`src/rtl/alu_result_stage.sv`:
```
// Registered output stage behind the ALU: captures each result with its
// status flags in a 2-entry skid FIFO, and tracks overflow in a sticky bit
// plus a saturating counter.
module alu_result_stage #(
  parameter int unsigned WIDTH = 32,
  parameter int unsigned CNT_W = 8
) (
  input  logic             clk,
  input  logic             rst,
  input  logic             in_valid,
  output logic             in_ready,
  input  logic [WIDTH-1:0] in_p,
  input  logic             in_overflow,
  input  logic             in_sign,
  input  logic             in_sub,
  output logic             out_valid,
  input  logic             out_ready,
  output logic [WIDTH-1:0] out_p,
  output logic             out_zero,
  output logic             out_neg,
  output logic             out_overflow,
  output logic             out_sub,
  output logic             ovf_sticky,
  input  logic             ovf_clear,
  output logic [CNT_W-1:0] ovf_count
);

  localparam logic [CNT_W-1:0] CntMax = {CNT_W{1'b1}};

  logic [WIDTH-1:0] p_q [2];
  logic [1:0]       zero_q, neg_q, ovf_q, sub_q;
  logic             head_q, tail_q;
  logic [1:0]       occ_q, occ_d;
  logic             push, pop, ovf_push;
  logic             ovf_sticky_q, ovf_sticky_d;
  logic [CNT_W-1:0] ovf_count_q, ovf_count_d;

  // Ready depends on registered occupancy only, so no path from out_ready.
  assign in_ready  = (occ_q != 2'd2);
  assign out_valid = (occ_q != 2'd0);
  assign push      = in_valid & in_ready;
  assign pop       = out_valid & out_ready;
  assign ovf_push  = push & in_overflow;

  // Occupancy next state from the push/pop pair.
  always_comb begin
    occ_d = occ_q;
    case ({push, pop})
      2'b10:   occ_d = occ_q + 2'd1;
      2'b01:   occ_d = occ_q - 2'd1;
      default: occ_d = occ_q;
    endcase
  end

  // Overflow tracking: an overflowing push wins over a clear in the same cycle.
  always_comb begin
    ovf_sticky_d = ovf_sticky_q;
    ovf_count_d  = ovf_count_q;
    if (ovf_clear) begin
      ovf_sticky_d = ovf_push;
      ovf_count_d  = ovf_push ? {{(CNT_W-1){1'b0}}, 1'b1} : '0;
    end else if (ovf_push) begin
      ovf_sticky_d = 1'b1;
      if (ovf_count_q != CntMax) ovf_count_d = ovf_count_q + 1'b1;
    end
  end

  // FIFO pointers, occupancy and overflow state.
  always_ff @(posedge clk) begin
    if (rst) begin
      head_q       <= 1'b0;
      tail_q       <= 1'b0;
      occ_q        <= 2'd0;
      ovf_sticky_q <= 1'b0;
      ovf_count_q  <= '0;
    end else begin
      if (push) tail_q <= ~tail_q;
      if (pop)  head_q <= ~head_q;
      occ_q        <= occ_d;
      ovf_sticky_q <= ovf_sticky_d;
      ovf_count_q  <= ovf_count_d;
    end
  end

  // Entry storage; flags are derived once, at capture.
  always_ff @(posedge clk) begin
    if (rst) begin
      p_q[0] <= '0;
      p_q[1] <= '0;
      zero_q <= '0;
      neg_q  <= '0;
      ovf_q  <= '0;
      sub_q  <= '0;
    end else if (push) begin
      p_q[tail_q]    <= in_p;
      zero_q[tail_q] <= (in_p == '0);
      neg_q[tail_q]  <= in_sign & in_p[WIDTH-1];
      ovf_q[tail_q]  <= in_overflow;
      sub_q[tail_q]  <= in_sub;
    end
  end

  // Head presentation, forced to zero when the FIFO is empty.
  always_comb begin
    out_p        = '0;
    out_zero     = 1'b0;
    out_neg      = 1'b0;
    out_overflow = 1'b0;
    out_sub      = 1'b0;
    if (out_valid) begin
      out_p        = p_q[head_q];
      out_zero     = zero_q[head_q];
      out_neg      = neg_q[head_q];
      out_overflow = ovf_q[head_q];
      out_sub      = sub_q[head_q];
    end
  end

  assign ovf_sticky = ovf_sticky_q;
  assign ovf_count  = ovf_count_q;

endmodule

```
`config.mk`:
```
export PLATFORM = sky130hd
export DESIGN_NAME = alu_result_stage
export DESIGN_NICKNAME = d
export VERILOG_FILES = /design/src/rtl/alu_result_stage.sv
export SDC_FILE = /design/constraint.sdc
export NUM_CORES = 1
export LEC_CHECK = 0
export ABC_AREA = 1
export BUFFER_PORTS_ARGS = -buffer_cell sky130_fd_sc_hd__buf_2
export CORE_MARGIN = 1
export CORE_UTILIZATION = 31
export DETAILED_ROUTE_END_ITERATION = 12
export HOLD_SLACK_MARGIN = 0.05
export MAX_ROUTING_LAYER = met4
export PLACE_DENSITY = 0.54
export SLEW_MARGIN = 10
export SYNTH_ARGS = -nofsm -noshare
export SYNTH_HDL_FRONTEND = slang
export SYNTH_SLANG_ARGS = --single-unit
```
`constraint.sdc`:
```
create_clock -name clk -period 2.4 [get_ports clk]
set_input_delay 0.6 -clock clk [delete_from_list [all_inputs] [get_ports clk]]
set_output_delay 0.6 -clock clk [all_outputs]
set_load 0.005 [all_outputs]
```
==> impl_summary.log, run 1 <==
[metrics] Initial Utilization: a little under a third
[metrics] Setup TNS Final: 0 ns
[metrics] clock latency reported for the late side of the worst-skew pair: 0.34 ns
[metrics] arrival time at the worst endpoint: 1.62 ns
[metrics] number of slew-limit violations in the final report: 0
[metrics] post-route clock period utilization: 92.4%
[metrics] worst clock skew on the final layout: ~0.008 ns
[metrics] sequential share of the synthesized area: between 50% and 60%
[metrics] Setup CP Type: flop to primary output
[metrics] DP Worst Slack: 0.499 ns
[metrics] total clock sinks: 86
[metrics] RSZ-0062 raised after global routing: false
[metrics] Routed Antenna Nets: 0
[metrics] CTS Buffer Depth: 2
[metrics] detailed-route wire length: 9580 um
[metrics] total clock buffers created by CTS: 9
[metrics] Unique masters post-synth: 29
[metrics] H-tree levels: 3
[metrics] num rows: 42
[metrics] data required time at the worst endpoint: 1.80 ns
[metrics] number of global-route vias before repair: around 3,200
[metrics] I/O pin total: 87
[metrics] outcome: completed
[metrics] antenna cells: 0
[metrics] number of buffers added to fix hold violations after cts: 0
[metrics] minimum clock period after layout: around 2.2 ns
[metrics] Yosys warning total: 0
[metrics] overall overflow remaining after global route: 0
[metrics] pin count of the biggest net entering global routing: 37
[metrics] Final Wtd Congestion: roughly 0.86
[metrics] critical-path maximum fanout: 25
[metrics] post-synthesis cell area: around 4200 um^2
[metrics] CORE AREA: approximately 13,000 um^2
[metrics] die outline height: 119 um
[metrics] number of buffers inserted by post-CTS setup repair: 0
[metrics] number of DRC violations after detailed routing: 0
[metrics] area grow syn2layout: 21.4%
[metrics] kind of end point of the critical path: primary output
[metrics] number of nets in the synthesized netlist: just under 500
[metrics] post-route worst setup slack: about 0.18 ns
[metrics] Post-DP HPWL: between 6000 and 7000 um
[metrics] clk root buf: clkbuf_16
[metrics] min-delay worst type: flop to flop
[metrics] Final nets: around 580
[metrics] Global Route Usage Sum: 14.9%
[metrics] fin area: between 5000 and 6000 um^2
[metrics] Post-Place Cell Area: between 4000 and 5000 um^2
[metrics] relative max-transition margin: between 70% and 80%
[metrics] slew at the pin closest to its max-slew limit: approximately 0.43 ns
[metrics] Die Outline Area: ~14,000 um^2
[metrics] pwr/cell area: roughly 790 nW/um^2
[metrics] Worst-path clk slew: roughly 0.060 ns
[metrics] flip-flop and latch count after synthesis: 86
[metrics] number of iterations in the first detailed-routing pass: 4
[metrics] post-detailed-route wirelength per cell: 13.4 um
[metrics] number of standard cells after synthesis: ~450
[metrics] antenna violations before repair: 0
[metrics] global-route wire length before repair: 15,800 um
[metrics] static leakage power: 0.00222 uW
[metrics] layout cell share with drive strength beyond 1: about 28%
[metrics] mean instance size in the synthesized netlist: about 9.4 um^2
[metrics] vias: 3,170
[metrics] per-cell via count in the routed design: roughly 4.4
[metrics] Die Width: between 100 and 150 um
[metrics] critical path launch point type: flop
[metrics] # Max-Cap Violations: 0
[metrics] Setup violations, final: 0
[metrics] Max Clk Rate: ~450 MHz
[metrics] CTS tree: done
[metrics] quantity of I/O buffers inserted on ports: between 80 and 90
[metrics] cells resized by post-CTS repair: 0
[metrics] largest voltage drop on the vdd net: a little over 0.4 mV
[metrics] DR iter-0 viols: between 150 and 200
[metrics] Final Hold Violating Endpoints: 0
-- cell usage after synthesis --
| library cell | number | area [um^2] |
|---|---|---|
| nand3_2 | 3 | 30.0 |
| clkinv_4 | 1 | 8.76 |
| buf_2 | 7 | 35.0 |
| nor3_1 | 1 | 5.00 |
| nand4_1 | 2 | 12.5 |
| nand3_4 | 1 | 17.5 |
| clkbuf_1 | 7 | 26.3 |
| nand2_1 | 99 | 372 |
| nor2_2 | 1 | 6.26 |
| edfxtp_1 | 64 | 1920 |
| o21ai_0 | 7 | 35.0 |
| buf_6 | 1 | 11.3 |
| nand2_4 | 3 | 33.8 |
| nor2_1 | 61 | 229 |
| o22ai_1 | 3 | 18.8 |
| buf_12 | 3 | 60.1 |
| buf_4 | 1 | 7.51 |
| ha_1 | 2 | 25.0 |
| inv_2 | 3 | 11.3 |
| dfxtp_1 | 22 | 440 |
| inv_1 | 52 | 195 |
| and3_1 | 1 | 6.26 |
| o21ai_1 | 4 | 20.0 |
| a31oi_1 | 1 | 6.26 |
| nand2_2 | 2 | 12.5 |
| o21bai_1 | 1 | 7.51 |
| nor2_4 | 31 | 349 |
| a21oi_1 | 48 | 240 |
| nand3_1 | 16 | 80.1 |
-- cell usage in the layout (no fill, tap or decap), types with 2 or more instances in the layout --
| master | n |
|---|---|
| nand3_1 | 16 |
| dfxtp_1 | 22 |
| inv_1 | 52 |
| nand2_1 | 98 |
| nand2_4 | 3 |
| o21ai_0 | 7 |
| o21ai_1 | 4 |
| buf_12 | 4 |
| nor2_4 | 31 |
| clkinv_1 | 3 |
| nand2_2 | 3 |
| o22ai_1 | 3 |
| nand4_1 | 2 |
| ha_1 | 2 |
| nor2_1 | 61 |
| buf_4 | 4 |
| a21oi_1 | 48 |
| buf_2 | 86 |
| edfxtp_1 | 64 |
| nand3_2 | 3 |
| clkbuf_16 | 9 |
| inv_2 | 3 |
-- worst max-delay path, cell delays in order (launching register included) --
cell and delay (ns):
dfxtp_1 0.31, inv_1 0.26, buf_12 0.23, nand2_1 0.07, a21oi_1 0.24, buf_2 0.17
-- layer usage --
| layer | routed length, um | track usage [%] | part of all wire, % | vias to the layer above |
|---|---|---|---|---|
| met2 | 4660 | 24.5 | 49 | 78 |
| met3 | 495 | 3.23 | 5.2 | 5 |
| met1 | 4310 | 17.7 | 45 | 1468 |
| met4 | 106 | 6.17 | 1.1 | 0 |
| li1 | - | - | - | 1619 |
| met5 | 0 | - | 0 | - |
-- flip-flops by register name, summed over array words and instances (netlist names), named ones only --
signal      cells
p_q            64
ovf_count       8
neg_q           2
occ_q           2
ovf_q           2
sub_q           2
zero_q          2
head_q          1
ovf_sticky      1
tail_q          1
-- cell families (layout without fill, tap and decap cells) --
| family | Yosys count | count (layout) | share of synthesized area [%] |
|---|---|---|---|
| DFF | 86 | 86 | 55.9 |
| buffers and inverters | 75 | 165 | 8.41 |
| and+or+nand+nor | 221 | 221 | 27.3 |
| adders and majority gates | 2 | 2 | 0.592 |
| AOI/OAI and AO/OA | 64 | 64 | 7.76 |
-- metrics by stage --
step | hold WS, ns | util, % | total power [uW] | instances
after floorplan | 0.447 | - | 2370 | 448
after global placement | 0.455 | 36.6 | 2730 | 699
after detailed placement | 0.465 | 36.6 | 2750 | 699
after CTS | 0.481 | 38.7 | 4100 | 714
after global routing | 0.497 | 38.7 | 4250 | 714
final | 0.478 | 38.7 | 4040 | 714
-- power by group --
group / total, uW / switching [uW] / internal [uW]
clock network: 1350 / 558 / 788
logic: 897 / 592 / 305
registers: 1800 / 56.8 / 1740
-- layout make-up --
cell class	count	area (um^2)
fill	1349	8120
sequential	86	2360
multi-input combinational	287	1510
timing repair buffer	94	541
clock buffer	9	225
tap	176	220
inverter	56	215
clock inverter	6	53.8
-- path summary, 6_finish.rpt --
kind	start	to	slack, ns	cells after the start
max	flop	out_p[3]	0.18	5
min	zero_q[1]$_SDFFE_PP0P_	zero_q[1]$_SDFFE_PP0P_	0.48	2
max reg2reg	occ_q[0]$_SDFFE_PP0P_	p_q[1][19]$_SDFFCE_PN0P_	0.80	7
min reg2reg	zero_q[1]$_SDFFE_PP0P_	zero_q[1]$_SDFFE_PP0P_	0.48	2
Note: power is estimated with default switching activity, not from simulation.
==> inputs of run 2 (changes only) <==
==> constraint.sdc (replaced) <==
create_clock -name clk -period 2.4 [get_ports clk]
set_input_delay 0.48 -clock clk [delete_from_list [all_inputs] [get_ports clk]]
set_output_delay 0.48 -clock clk [all_outputs]
set_load 0.005 [all_outputs]
==> run 2 against run 1 <==
Sequential power hardly changed. Fmax rose by 8.3%. Power increased by 3.3%. Highest routed layer unchanged. Wire length is 1.6% lower. Clock power rose by 10%. Cell count up 0.14%. Register-to-register slack improved by 0.02 ns. Die area is the same.
==> impl_summary.log, run 2 (synthesis gave the netlist of run 1 again) <==
[metrics] Comb power frac: 21.1% (-1.1 points)
[metrics] overall overflow remaining after global route: 0 (unchanged)
[metrics] Final Hold Violating Endpoints: 0 (unchanged)
[metrics] CTS tree: done
[metrics] largest voltage drop on the vdd net: 0.382 mV (-8.0%)
[metrics] number of global-route vias before repair: 3,233 (-0.031%)
[metrics] layout cell share with drive strength beyond 1: 28.8% (+0.50 points)
[metrics] Initial Utilization: 31.9% (unchanged)
[metrics] Largest stage delay, worst path: 0.40 ns (+0.09 ns)
[metrics] critical-path maximum fanout: 33 (+32%)
[metrics] most used cells in the layout excluding fill and tap cells: nand2_1, buf_2, edfxtp_1
[metrics] minimum clock period after layout: 2.05 ns (-0.170 ns)
[metrics] number of iterations in the first detailed-routing pass: 4 (unchanged)
[metrics] Switching Fraction: 29.2% (-0.68 points)
[metrics] Routed Antenna Nets: 0 (unchanged)
[metrics] Setup violations, final: 0 (unchanged)
[metrics] cells resized by post-CTS repair: 0 (unchanged)
[metrics] Setup CP Type: flop to primary output
[metrics] number of buffers added to fix hold violations after cts: 0 (unchanged)
[metrics] data required time at the worst endpoint: 1.92 ns (+0.12 ns)
[metrics] stages on the worst setup path: 4 (-1)
[metrics] total clock sinks: 86 (unchanged)
[metrics] clock network power share: 35.8% (+2.5 points)
[metrics] flip-flop count of the largest register after layout: 64 (unchanged)
[metrics] CORE AREA: 13,200 um^2 (unchanged)
[metrics] area grow syn2layout: 21.8%
[metrics] worst clock skew on the final layout: 0.00590 ns (-0.00191 ns)
[metrics] Critical Path Slowest Stage Cell: buf_4
[metrics] Biggest register: p_q
[metrics] Worst-path clk slew: 0.06 ns (about the same)
[metrics] vias: 3,189 (+0.60%)
[metrics] number of placed instances, taps included: 699 (unchanged)
[metrics] ordered cell list for the critical path: nor2_2, buf_4, a21oi_1, buf_2
[metrics] kind of end point of the critical path: primary output
[metrics] relative max-transition margin: 68.0% (-3.6 points)
[metrics] antenna violations before repair: 0 (unchanged)
[metrics] num rows: 42 (unchanged)
[metrics] number of slew-limit violations in the final report: 0 (unchanged)
[metrics] min-delay worst type: primary input to flop
[metrics] pwr/cell area: 812 nW/um^2 (+2.9%)
[metrics] Post-DP HPWL: 6150 um (-1.9%)
[metrics] Die Outline Area: 14,100 um^2 (unchanged)
[metrics] Switch Pwr: 1220 uW (+0.95%)
[metrics] worst path bufs/invs: 2 (-1)
[metrics] Multi-input gate area: 1510 um^2 (unchanged)
[metrics] Sequential Power Share: 43.1% (-1.4 points)
[metrics] Global Route Usage Sum: 14.8% (-0.084 points)
[metrics] H-tree levels: 3 (unchanged)
[metrics] most common cell after layout, fill and taps aside: nand2_1
[metrics] pin count of the biggest net entering global routing: 41 (+11%)
[metrics] Final nets: 576 (unchanged)
[metrics] RSZ-0062 raised after global routing: false
[metrics] per-cell via count in the routed design: 4.46 (+0.46%)
[metrics] depth of the worst register-to-register path: 7 (unchanged)
[metrics] post-route clock period utilization: 85.3% (-7.1 points)
[metrics] die outline height: 119 um (unchanged)
[metrics] total clock buffers created by CTS: 9 (unchanged)
[metrics] cell family contributing the most delay on the critical path: buffers and inverters
[metrics] arrival time at the worst endpoint: 1.57 ns (-0.05 ns)
[metrics] outcome: completed
[metrics] quantity of I/O buffers inserted on ports: 86 (unchanged)
[metrics] slew at the pin closest to its max-slew limit: 0.480 ns (+0.0535 ns)
[metrics] # fillers: 1,367 (+1.3%)
[metrics] clk root buf: clkbuf_16
[metrics] # Max-Cap Violations: 0 (unchanged)
[metrics] antenna cells: 0 (unchanged)
[metrics] CTS Buffer Depth: 2 (unchanged)
[metrics] post-detailed-route wirelength per cell: 13.2 um (-1.7%)
[metrics] global-route wire length before repair: 15,800 um (-0.26%)
[metrics] cell count of the worst hold path: 2 (unchanged)
[metrics] static leakage power: 0.00223 uW (+0.64%)
[metrics] I/O pin total: 87 (unchanged)
[metrics] Setup TNS Final: 0 ns (unchanged)
[metrics] clock latency reported for the late side of the worst-skew pair: 0.34 ns (about the same)
[metrics] Die Width: 119 um (unchanged)
[metrics] Max Clk Rate: 488 MHz (+8.3%)
[metrics] cell-internal power: 2960 uW (+4.3%)
[metrics] number of buffers inserted by post-CTS setup repair: 0 (unchanged)
[metrics] critical path launch point type: flop
[metrics] Final Wtd Congestion: 0.836 (-2.7%)
[metrics] final non-filler cell total: 715 (+0.14%)
[metrics] Storage cell area: 2360 um^2 (unchanged)
[metrics] number of DRC violations after detailed routing: 0 (unchanged)
[metrics] detailed-route wire length: 9430 um (-1.6%)
[metrics] DR iter-0 viols: 210 (+19%)
==> run 2: cell count changes in the layout (fill, tap and decap cells not counted) <==
cell / before / now
buf_4: 4 / 6
clkbuf_1: 0 / 1
clkinv_1: 3 / 0
clkinvlp_4: 1 / 0
clkinv_4: 1 / 2
bufinv_16: 1 / 2
inv_6: 0 / 1
buf_12: 4 / 2
inv_8: 0 / 1
==> run 2: cell type report <==
cell class                 instances  share of cell area, %
multi-input combinational        287                   29.3
inverter                          56                   4.18
clock buffer                      10                   4.45
sequential                        86                   45.9
clock inverter                     6                   1.82
timing repair buffer              94                   10.0
tap                              176                   4.28
==> run 2: final timing paths <==
path,from,endpoint,slack [ns]
worst max register to register,occ_q[0]$_SDFFE_PP0P_,p_q[0][27]$_SDFFCE_PN0P_,0.82
worst max-delay path,occ_q[1]$_SDFFE_PP0P_,out_p[31],0.35
worst min register to register,ovf_sticky$_SDFFE_PP0P_,ovf_sticky$_SDFFE_PP0P_,0.46
worst min-delay path,rst,ovf_count[0]$_SDFFE_PP0P_,0.39
==> run 2: power groups by stage <==
stage / clock network [uW] / logic, uW / registers (uW)
floorplan: 0 / 546 / 1820
global placement: 0 / 884 / 1830
detailed placement: 0 / 895 / 1830
CTS: 1530 / 900 / 1800
global route: 1600 / 1000 / 1810
finish: 1490 / 883 / 1800
==> run 2: per-layer routing <==
layer	GRT usage, %	vias up	share of wire [%]
met5	-	-	0
met4	3.40	0	0.69
met3	5.02	6	6.1
met2	24.0	79	48
met1	17.7	1485	45
li1	-	1619	-
==> run 2: metrics by stage <==
stage / utilization [%] / total power, uW / cell area [um^2] / hold slack (ns) / setup slack, ns
final: 38.9 / 4180 / 5140 / 0.388 / 0.353
after global routing: 38.9 / 4410 / 5140 / 0.397 / 0.262
after CTS: 38.9 / 4230 / 5140 / 0.371 / 0.349
after detailed placement: 36.4 / 2730 / 4820 / 0.452 / 0.516
after global placement: 36.4 / 2710 / 4820 / 0.462 / 0.535
after floorplan: - / 2370 / 4220 / 0.447 / 0.377
